[config.mk]
export PLATFORM = sky130hd
export DESIGN_NAME = framebuffer_scan_controller
export DESIGN_NICKNAME = d
export VERILOG_FILES = /design/src/rtl/framebuffer_scan_controller_pkg.sv /design/src/rtl/framebuffer_scan_controller_timeout.sv /design/src/rtl/framebuffer_scan_controller.sv
export SDC_FILE = /design/constraint.sdc
export NUM_CORES = 1
export LEC_CHECK = 0
export BUFFER_PORTS_ARGS = -buffer_cell sky130_fd_sc_hd__buf_2
export CAP_MARGIN = 20
export CORE_MARGIN = 10
export CORE_UTILIZATION = 30
export CTS_CLUSTER_DIAMETER = 200
export CTS_CLUSTER_SIZE = 20
export DETAILED_ROUTE_END_ITERATION = 10
export HOLD_SLACK_MARGIN = 0.06
export PLACE_DENSITY = 0.53
export SETUP_SLACK_MARGIN = 0.02
export SYNTH_ARGS = -nofsm -noshare
export SYNTH_HDL_FRONTEND = slang
export SYNTH_SLANG_ARGS = --single-unit
export TNS_END_PERCENT = 30
[constraint.sdc]
create_clock -name clk_in -period 3.03 [get_ports clk_in]
set_input_delay 0.909 -clock clk_in [delete_from_list [all_inputs] [get_ports clk_in]]
set_output_delay 0.909 -clock clk_in [all_outputs]
set_load 0.02 [all_outputs]
[src/rtl/framebuffer_scan_controller_pkg.sv]
// Shared types and sizing helpers for the HUB75 framebuffer scan controller.
package framebuffer_scan_pkg;

  typedef enum logic [2:0] {
    IDLE    = 3'd0,
    LOAD    = 3'd1,
    CLK_HI  = 3'd2,
    CLK_LO  = 3'd3,
    WAIT_ON = 3'd4,
    BLANK   = 3'd5,
    LATCH   = 3'd6
  } scan_state_t;

  localparam int PIXEL_WIDTH_DEF  = 64;
  localparam int PIXEL_HEIGHT_DEF = 16;
  localparam int COL_W = $clog2(PIXEL_WIDTH_DEF);
  localparam int ROW_W = $clog2(PIXEL_HEIGHT_DEF);

  function automatic int on_cnt_width(input int on_time);
    return $clog2(on_time + 1);
  endfunction

endpackage

[src/rtl/framebuffer_scan_controller_timeout.sv]
// Dwell timer: count tracks dwell cycles left including the current one, and
// running stays high while more than the current cycle remains after a start.
module framebuffer_scan_controller_timeout #(
  parameter int COUNTER_WIDTH = 4
) (
  input  logic                     clk_in,
  input  logic                     reset,
  input  logic                     start,
  input  logic [COUNTER_WIDTH-1:0] value,
  output logic                     running
);

  logic [COUNTER_WIDTH-1:0] count_r;
  logic [COUNTER_WIDTH-1:0] count_nxt_s;

  // Next count: the start cycle itself is one of the value cycles.
  always_comb begin
    count_nxt_s = count_r;
    if (start) begin
      count_nxt_s = value - COUNTER_WIDTH'(1);
    end else if (count_r != {COUNTER_WIDTH{1'b0}}) begin
      count_nxt_s = count_r - COUNTER_WIDTH'(1);
    end else begin
      count_nxt_s = count_r;
    end
  end

  // Count register and registered running flag.
  always_ff @(posedge clk_in or negedge reset) begin
    if (!reset) begin
      count_r <= {COUNTER_WIDTH{1'b0}};
      running <= 1'b0;
    end else begin
      count_r <= count_nxt_s;
      running <= (count_nxt_s > COUNTER_WIDTH'(1));
    end
  end

endmodule

[src/rtl/framebuffer_scan_controller.sv]
// HUB75 scan sequencer: fetches and shifts row r+1 while row r is lit, then
// blanks, latches and reloads the per-row on-time counter.
module framebuffer_scan_controller
  import framebuffer_scan_pkg::*;
#(
  parameter int PIXEL_WIDTH  = 64,
  parameter int PIXEL_HEIGHT = 16,
  parameter int LOAD_CYCLES  = 3,
  parameter int ON_TIME      = 256
) (
  input  logic                            clk_in,
  input  logic                            reset,
  input  logic                            enable,
  output logic [$clog2(PIXEL_WIDTH)-1:0]  column_address,
  output logic [$clog2(PIXEL_HEIGHT)-1:0] row_address,
  output logic                            pixel_load_start,
  output logic                            pixel_clk,
  output logic                            latch,
  output logic                            oe_n,
  output logic [$clog2(PIXEL_HEIGHT)-1:0] row_select,
  output logic                            frame_done,
  output logic                            busy
);

  localparam int COL_BITS = $clog2(PIXEL_WIDTH);
  localparam int ROW_BITS = $clog2(PIXEL_HEIGHT);
  localparam int CNT_BITS = on_cnt_width(ON_TIME);

  scan_state_t         state_r;
  logic                lit_r;
  logic [CNT_BITS-1:0] on_cnt_r;
  logic                load_running_s;
  logic                load_done_s;

  framebuffer_scan_controller_timeout #(
    .COUNTER_WIDTH(4)
  ) u_load_timer (
    .clk_in  (clk_in),
    .reset   (reset),
    .start   (pixel_load_start),
    .value   (4'(LOAD_CYCLES)),
    .running (load_running_s)
  );

  // The strobe cycle is the first LOAD cycle, so a one-cycle dwell ends right there.
  always_comb begin
    load_done_s = 1'b0;
    if (pixel_load_start) begin
      load_done_s = (LOAD_CYCLES == 1);
    end else begin
      load_done_s = !load_running_s;
    end
  end

  // Scan FSM with registered panel and fetch outputs.
  always_ff @(posedge clk_in or negedge reset) begin
    if (!reset) begin
      state_r          <= IDLE;
      column_address   <= {COL_BITS{1'b0}};
      row_address      <= {ROW_BITS{1'b0}};
      pixel_load_start <= 1'b0;
      pixel_clk        <= 1'b0;
      latch            <= 1'b0;
      oe_n             <= 1'b1;
      row_select       <= {ROW_BITS{1'b0}};
      frame_done       <= 1'b0;
      busy             <= 1'b0;
      lit_r            <= 1'b0;
      on_cnt_r         <= {CNT_BITS{1'b0}};
    end else begin
      pixel_load_start <= 1'b0;
      pixel_clk        <= 1'b0;
      latch            <= 1'b0;
      frame_done       <= 1'b0;
      if (!oe_n && on_cnt_r != {CNT_BITS{1'b0}}) begin
        on_cnt_r <= on_cnt_r - CNT_BITS'(1);
      end
      case (state_r)
        IDLE: begin
          if (enable) begin
            state_r          <= LOAD;
            pixel_load_start <= 1'b1;
            oe_n             <= ~lit_r;
            busy             <= 1'b1;
          end else begin
            oe_n <= 1'b1;
            busy <= 1'b0;
          end
        end
        LOAD: begin
          oe_n <= ~lit_r;
          if (load_done_s) begin
            state_r   <= CLK_HI;
            pixel_clk <= 1'b1;
          end
        end
        CLK_HI: begin
          state_r <= CLK_LO;
          oe_n    <= ~lit_r;
        end
        CLK_LO: begin
          oe_n <= ~lit_r;
          if (column_address == COL_BITS'(PIXEL_WIDTH - 1)) begin
            column_address <= {COL_BITS{1'b0}};
            state_r        <= WAIT_ON;
          end else begin
            column_address   <= column_address + COL_BITS'(1);
            state_r          <= LOAD;
            pixel_load_start <= 1'b1;
          end
        end
        WAIT_ON: begin
          if (on_cnt_r == {CNT_BITS{1'b0}}) begin
            state_r <= BLANK;
            oe_n    <= 1'b1;
          end else begin
            oe_n <= ~lit_r;
          end
        end
        BLANK: begin
          state_r    <= LATCH;
          latch      <= 1'b1;
          frame_done <= (row_address == ROW_BITS'(PIXEL_HEIGHT - 1));
          oe_n       <= 1'b1;
        end
        LATCH: begin
          // Reload wins over the decrement scheduled above.
          row_select  <= row_address;
          row_address <= row_address + ROW_BITS'(1);
          lit_r       <= 1'b1;
          on_cnt_r    <= CNT_BITS'(ON_TIME);
          if (enable) begin
            state_r          <= LOAD;
            pixel_load_start <= 1'b1;
            oe_n             <= 1'b0;
          end else begin
            state_r <= IDLE;
            oe_n    <= 1'b1;
            busy    <= 1'b0;
          end
        end
        default: begin
          state_r <= IDLE;
          oe_n    <= 1'b1;
          busy    <= 1'b0;
        end
      endcase
    end
  end

endmodule

[After elaboration in Yosys (flattened, before gate mapping)]
Index checks and enable logic that the tools add are counted.
Cells by class
  muxes and demuxes: 25
  add/sub/neg operators: 4
  equality and inequality tests: 12
  bitwise gates (word level): 2
  reductions and logical operators: 13
  magnitude comparators: 1
Operators by type and width (count)
  3-bit case mux with 7 select lines: 1
  9-bit 2-to-1 mux: 2
  1-bit 2-to-1 mux: 12
  3-bit 2-to-1 mux: 4
  3-bit equality test, second input constant: 3
  9-bit logical NOT: 1
  9-bit nonzero test: 1
  9-bit by 1-bit subtractor with 9-bit output, second input constant: 1
  4-bit 2-to-1 mux: 2
  2-bit inequality test, second input constant: 4
  6-bit by 1-bit adder with 6-bit output, second input constant: 1
  3-bit by 2-bit equality test with 1-bit output, second input constant: 2
  6-bit equality test, second input constant: 1
  6-bit 2-to-1 mux: 1
  5-bit OR reduction: 1
  4-bit by 1-bit adder with 4-bit output, second input constant: 1
  4-bit equality test, second input constant: 1
  4-bit by 1-bit greater-than comparator with 1-bit output, second input constant: 1
  1-bit case mux with 4 select lines: 1
  4-bit nonzero test: 1
  4-bit by 1-bit subtractor with 4-bit output, second input constant: 1
  3-bit by 1-bit equality test with 1-bit output, second input constant: 1
  3-bit logical NOT: 1
  1-bit case mux with 3 select lines: 1
  other kinds (9): 11
Storage, ports and cells
  flip-flop bits (word level): 38
  word-level logic and storage cells: 71

[Longest topological paths before layout]
Gate-level depths: netlist (run 1).
  depth in word-level cells: 4
  gate-level depth with buffers: 6

[By module]
A second synthesis (run 1) with hierarchy kept.
Second synthesis, totals
  cells, all modules: 188
  area, all modules: 1855.5 um^2
Modules (own cells, without submodules)
  framebuffer_scan_controller: area an instance 1541.5 um^2, instances 1, cells an instance 158
  framebuffer_scan_controller_timeout: area an instance 314.1 um^2, instances 1, cells an instance 30

[Worst setup path before layout (run 1)]
Ideal clock, no wire load.
  kind: register to register
  start: register on_cnt_r[0]
  end: register oe_n
  arrival time: 1.639 ns
  path slack: 1.314 ns
  library setup time: 0.077 ns
  cell stages (with the launch flop): 7
  path buffers: 0
  path through: dfrtp_1 inv_1 ha_1 or4b_4 nor3_1 o21ai_0 a31oi_1
On the way
  cells in the longest elaborated chain, start to end: 3
RTL lines
  start: declaration: RTL line framebuffer_scan_controller.sv:31  | logic [CNT_BITS-1:0] on_cnt_r;
  start signal: assignment: RTL line framebuffer_scan_controller.sv:69  | on_cnt_r <= {CNT_BITS{1'b0}};
  start signal: assignment: RTL line framebuffer_scan_controller.sv:76  | on_cnt_r <= on_cnt_r - CNT_BITS'(1);
  start signal: assignment: RTL line framebuffer_scan_controller.sv:131  | on_cnt_r <= CNT_BITS'(ON_TIME);
  9-bit logical NOT: RTL line framebuffer_scan_controller.sv:113  | if (on_cnt_r == {CNT_BITS{1'b0}}) begin
  1-bit 2-to-1 mux: RTL line framebuffer_scan_controller.sv:113
  1-bit case mux with 4 select lines: RTL line framebuffer_scan_controller.sv:78  | case (state_r)
  end signal: assignment: RTL line framebuffer_scan_controller.sv:83  | oe_n <= ~lit_r;
  end signal: assignment: RTL line framebuffer_scan_controller.sv:91  | oe_n <= ~lit_r;
  end signal: assignment: RTL line framebuffer_scan_controller.sv:117  | oe_n <= ~lit_r;
  end: declaration: RTL line framebuffer_scan_controller.sv:19  | output logic oe_n,
No other way between the ends.
A chain may end at the register's enable or synchronous reset.

[Final worst setup path (run 1)]
  start: register oe_n
  end: output port oe_n
RTL lines
  start signal: assignment: RTL line framebuffer_scan_controller.sv:83
  start signal: assignment: RTL line framebuffer_scan_controller.sv:91
  start signal: assignment: RTL line framebuffer_scan_controller.sv:99  | oe_n <= ~lit_r;
No word-level cell between the ends.

==> flow_summary.yaml, run 1 <==
critical_path:
  crit_type: "reg -> out"
  path_buf_inv: 1
  setup.worst_path.end: "oe_n"
  critPathLaunch: "oe_n$_DFF_PN1_"
  r2r_cells: 6
  endpoint_kind: "output port"
  path_depth: 1
  arrival_ns: 1.04
  reg2reg_to: "oe_n$_DFF_PN1_"
  reg2reg_from: "on_cnt_r[0]$_DFFE_PN0P_"
  critPathTopFamily: "flip-flops"
  crit_path_start_kind: "register"
  required_ns: 2.12
  cp_cell_sequence: "buf_2"
  path_max_fanout: 5
  max_stage_delay_ns: 0.58
  reg2reg_slack_ns: 1.12
  cpMaxStageDelayCell: "dfstp_2"
clock_tree:
  cts_made_buffers: 5
  h-tree-depth: 2
  cts.clk_slew.worst_paths_ns: 0.08
  holdBufCountCts: 0
  clockBufferDepth: 2
  root_buffer: "clkbuf_8"
  postCtsSetupRepairBufs: 0
  cts_sinks: 38
  tritoncts: "yes"
  cts_resized: 0
  clk-insertion-delay-late_ns: 0.28
pwr:
  power_frac_seq_pct: 48.9
  pwr_density_cell_nw_per_um2: 696
  pwr-share-comb_pct: 27.7
  internal_power_mw: 0.928
  p_sw_share_pct: 35.4
  max-vdd-ir-drop_v: 0.000243
  clkPwrFrac_pct: 23.4
  leakagePower_nw: 0.991
  finalPower_mw: 1.44
  power.switching_mw: 0.508
drt:
  drt_iter0_drc: 56
  vias_per_cell: 4.74
  wire_per_inst_um: 12.6
  ant_nets: 0
  wl_um: 3520
  drcViolationCount: 0
  vias: 1327
  first_pass_iters: 4
sta:
  fin_crit_sh_pct: 64.4
  setup_viol_count_final: 0
  max_freq_mhz: 513
  finClkSkew_ns: 0.00494
  rsz0062_at_grt: "no"
  whs_ns: 0.472
  relSlewSlack_pct: 43.5
  hold_viol: 0
  period_needed_ns: 1.95
  slew_viol_final: 0
  tightest_slew_ns: 0.848
  tns_ns: 0
cells_and_area:
  num-fill-cells: 606
  syn2layout_area_growth_pct: 14.2
  drive_gt1_share_pct: 20.0
  nNetsFinal: 211
  stdcell_count: 280
  multi_input_area_um2: 793
  num_antenna_cells: 0
  regArea_um2: 952
yosys:
  synth_enable_flop_cells: 0
  syn_nets: 188
  synth_cells: 181
  synthArstFlopShare_pct: 100
  synth_area_per_cell_um2: 9.98
  synthFlopType: "dfrtp_1"
  synth_cell_type_count: 44
  synth-seq-cells: 38
  netlist_area_um2: 1810
  ys_seq_area_share_pct: 52.7
  yosys_warnings: 0
grt:
  grt_pass1_wl_um: 6190
  antenna_found_initial: 0
  grt_use_total_pct: 7.63
  grt_start_max_net_pins: 39
  grt_pass1_vias: 1275
  grt-ovfl-total: 0
floorplan:
  die_y_um: 97.6
  dieArea_um2: 9520
  coreArea_um2: 5890
  io_pins: 23
  initial_utilization_pct: 30.7
  rows: 28
  fp.dieW_um: 97.6
worst_hold_path:
  hold_class: "reg -> reg"
placed_design:
  dp_hpwl_um: 2450
  dpl.cell_count: 272
  port_buffers: 22
  place_congestion: 0.746
run_status:
  status: "completed"
run:
  drv_cap: 0
-- registers in the layout, indices dropped and copies added, names as in the netlist --
signal	flops
on_cnt_r	9
column_address	6
row_address	4
row_select	4
u_load_timer.count_r	4
state_r	3
busy	1
frame_done	1
latch	1
lit_r	1
oe_n	1
pixel_clk	1
pixel_load_start	1
u_load_timer.running	1
-- power groups by stage --
| stage | Combinational, mW | Clock (mW) | Sequential [mW] |
|---|---|---|---|
| after global placement | 0.402 | 0 | 0.712 |
| after CTS | 0.406 | 0.352 | 0.704 |
| after global routing | 0.467 | 0.372 | 0.724 |
| after floorplan | 0.257 | 0 | 0.739 |
| final | 0.397 | 0.336 | 0.702 |
| after detailed placement | 0.403 | 0 | 0.714 |
-- worst register-to-register path: stages (launching register included) --
cell and delay [ns]:
dfrtp_1 0.40, inv_1 0.06, ha_1 0.18, or4b_4 0.50
nor3_1 0.36, o21ai_0 0.15, a31oi_1 0.18
-- cell usage after synthesis (2+ instances only) --
cell | count | area, um^2
nand2_1 | 32 | 120
o31ai_1 | 3 | 22.5
nand4_1 | 2 | 12.5
a31oi_1 | 3 | 18.8
nor3_1 | 5 | 25.0
inv_1 | 7 | 26.3
nand3_1 | 3 | 15.0
ha_1 | 4 | 50.1
xnor2_1 | 7 | 61.3
or2_2 | 2 | 12.5
o21ai_0 | 10 | 50.1
dfrtp_1 | 37 | 926
or3_1 | 6 | 37.5
o21bai_1 | 2 | 15.0
o211ai_1 | 2 | 15.0
nor2_1 | 10 | 37.5
and3_1 | 2 | 12.5
nor4b_1 | 2 | 17.5
nand2b_1 | 5 | 31.3
clkbuf_1 | 5 | 18.8
a21oi_1 | 9 | 45.0
-- cell families after synthesis --
group	count (synthesis)	share of synthesized area (%)
simple gates	79	22.4
buf+inv	14	3.33
fa+ha+maj	4	2.77
compound gates	37	14.2
xor+xnor	7	3.40
mux	2	1.18
flops	38	52.7
-- per-stage QoR --
step                      area, um^2  worst slack [ns]  util [%]
final                           2060              1.08      35.0
after global routing            2060             0.950      35.0
after CTS                       2060              1.06      35.0
after detailed placement        1980              1.12      33.6
after global placement          1980              1.17      33.6
after floorplan                 1810              1.31         -
-- routing by layer --
layer	GRT usage [%]	up-vias	part of all wire [%]
li1	-	681	-
met1	10.0	626	51
met2	11.1	16	43
met3	2.35	4	3.8
met4	3.36	0	1.5
met5	0	-	0
-- how the worst min path moves through the flow --
stage	startpoint	end	slack [ns]	depth (start not counted)
6_report	row_select[0]$_DFFE_PN0N_	row_select[0]$_DFFE_PN0N_	0.47	2
4_1_cts	row_select[0]$_DFFE_PN0N_	row_select[0]$_DFFE_PN0N_	0.48	2
3_3_place_gp	row_select[0]$_DFFE_PN0N_	row_select[0]$_DFFE_PN0N_	0.45	2
5_1_grt	row_select[3]$_DFFE_PN0N_	row_select[3]$_DFFE_PN0N_	0.50	2
2_1_floorplan	lit_r$_DFFE_PN0N_	lit_r$_DFFE_PN0N_	0.46	1
3_5_place_dp	row_select[0]$_DFFE_PN0N_	row_select[0]$_DFFE_PN0N_	0.46	2
-- layout by cell type, fill, tap and decap left out, types with 2 or more instances in the layout --
master    Yosys  final
dfrtp_1      37     37
nand2_1      32     32
buf_2         0     22
o21ai_0      10     10
nor2_1       10     10
a21oi_1       9      9
inv_1         7      7
xnor2_1       7      7
or3_1         6      6
nor3_1        5      5
nand2b_1      5      5
clkbuf_8      0      5
ha_1          4      4
nand3_1       3      3
o31ai_1       3      3
a31oi_1       3      3
and3_1        2      2
nor4b_1       2      2
or2_2         2      2
o21bai_1      2      2
o211ai_1      2      2
nand4_1       2      2
clkinv_2      0      2
-- cell type report --
cell class,count,area share (%)
sequential,38,46.2
clock inverter,2,0.485
multi-input combinational,129,38.5
inverter,8,1.46
clock buffer,6,3.52
tap,75,4.55
timing repair buffer,22,5.34
No activity file was read; power rests on OpenSTA's default activity.
==> inputs of run 2 (changes only) <==
clock period = 1.9 ns   (was 3.03 ns; I/O delays follow)
==> flow_summary.yaml, run 2 (same netlist as run 1, synthesis figures left out) <==
run_status:
  status: "completed"
drt:
  wire_per_inst_um: 12.6
  wl_um: 3580
  drt_iter0_drc: 61
  dr_wl_met3_um: 198
  wl_met2_um: 1570
  vias: 1357
  vias_per_cell: 4.76
  drcViolationCount: 0
  maxUsedRoutingLayer: "met4"
  wl_met1_um: 1730
  first_pass_iters: 4
  ant_nets: 0
clock_tree:
  holdBufCountCts: 0
  postCtsSetupRepairBufs: 0
  cts.clk_slew.worst_paths_ns: 0.08
  tritoncts: "yes"
  clk-insertion-delay-late_ns: 0.29
  cts_made_buffers: 5
  cts_sinks: 38
  h-tree-depth: 2
  clockBufferDepth: 2
  root_buffer: "clkbuf_8"
worst_hold_path:
  hold_class: "in -> async"
critical_path:
  critPathTopFamily: "simple AND/OR/NAND/NOR gates"
  path_buf_inv: 1
  arrival_ns: 1.99
  max_stage_delay_ns: 0.52
  crit_path_start_kind: "register"
  path_max_fanout: 6
  crit_type: "reg -> reg"
  required_ns: 2.12
  cp_cell_sequence: "inv_1, ha_1, or4b_4, o31ai_4, o21ai_0, a21oi_1"
  endpoint_kind: "register"
  cpMaxStageDelayCell: "or4b_4"
floorplan:
  initial_utilization_pct: 30.7
  rows: 28
  die_y_um: 97.6
  coreArea_um2: 5890
  io_pins: 23
  dieArea_um2: 9520
  fp.dieW_um: 97.6
run:
  drv_cap: 0
grt:
  grt_pass1_wl_um: 6270
  grt-ovfl-total: 0
  grt_use_total_pct: 7.82
  grt_pass1_vias: 1273
  grt_start_max_net_pins: 22
  antenna_found_initial: 0
sta:
  setup_viol_count_final: 0
  hold_viol: 0
  finClkSkew_ns: 0.00546
  whs_ns: 0.218
  rsz0062_at_grt: "yes"
  max_freq_mhz: 566
  relSlewSlack_pct: 69.4
  fin_crit_sh_pct: 93.0
  tightest_slew_ns: 0.459
  period_needed_ns: 1.77
  tns_ns: 0
  slew_viol_final: 0
pwr:
  pwr_density_cell_nw_per_um2: 1130
  finalPower_mw: 2.45
  max-vdd-ir-drop_v: 0.000466
  leakagePower_nw: 1.04
cells_and_area:
  nNetsFinal: 216
  largestRegisters: "on_cnt_r (9), column_address (6)"
  drive_gt1_share_pct: 24.3
  multi_input_area_um2: 822
  largest_register_ffs: 9
  stdcell_count: 285
  final_common_cell: "dfrtp_1"
  num-fill-cells: 604
  syn2layout_area_growth_pct: 20.0
  top_register: "on_cnt_r"
  stdcell_area_um2: 2170
  num_antenna_cells: 0
  final_cell_mix: "dfrtp_1 (37), nand2_1 (32), buf_2 (22)"
  regArea_um2: 952
placed_design:
  dpl-instance-area_um2: 2030
  dpl.cell_count: 277
  place_congestion: 0.736
  dp_hpwl_um: 2540
  port_buffers: 22
run 2: per-stage QoR:
stage               setup WS [ns]  utilization (%)
floorplan                   0.184                -
global placement          0.00841             34.5
detailed placement        -0.0345             34.5
CTS                        0.0738             36.4
global route             -0.00643             36.8
finish                      0.132             36.8
run 2: report_power, final:
group	internal [mW]	switching, mW
sequential	0.945	0.160
combinational	0.291	0.368
clock	0.387	0.297
total	1.62	0.825
run 2: path summary, 6_finish.rpt:
check / slack [ns] / depth (start not counted) / endpoint / from
worst max-delay path: 0.13 / 6 / on_cnt_r[7]$_DFFE_PN0P_ / on_cnt_r[0]$_DFFE_PN0P_
worst min-delay path: 0.22 / 1 / u_load_timer.count_r[2]$_DFF_PN0_ / reset
worst max register to register: 0.13 / 6 / on_cnt_r[7]$_DFFE_PN0P_ / on_cnt_r[0]$_DFFE_PN0P_
worst min register to register: 0.47 / 2 / row_select[3]$_DFFE_PN0N_ / row_select[3]$_DFFE_PN0N_
max in group asynchronous: 1.22 / 2 / on_cnt_r[5]$_DFFE_PN0P_ / reset
min in group clk_in: 0.47 / 2 / row_select[3]$_DFFE_PN0N_ / row_select[3]$_DFFE_PN0N_
run 2: worst register-to-register path, cell delays in order, from the launching register on:
cell and delay (ns):
dfrtp_1 0.41, inv_1 0.07, ha_1 0.18, or4b_4 0.52, o31ai_4 0.26, o21ai_0 0.13, a21oi_1 0.13
run 2: area by class of cell:
type | count | area share, %
tap | 75 | 4.33
clock buffer | 5 | 3.18
inverter | 8 | 1.39
timing repair buffer | 27 | 7.39
clock inverter | 3 | 1.85
sequential | 38 | 43.9
multi-input combinational | 129 | 37.9
run 2: routing by layer:
metal  up-vias  GRT usage [%]
met4         0           4.03
met2        26           11.1
met1       628           10.1
li1        697              -
met3         6           2.77
met5         -              0
run 2: repair_timing:
item                                   4_1_cts  5_1_grt
resized for setup                            1        5
setup endpoints to repair                    3        6
pin swaps                                    0        2
endpoints found under the hold margin        0        0
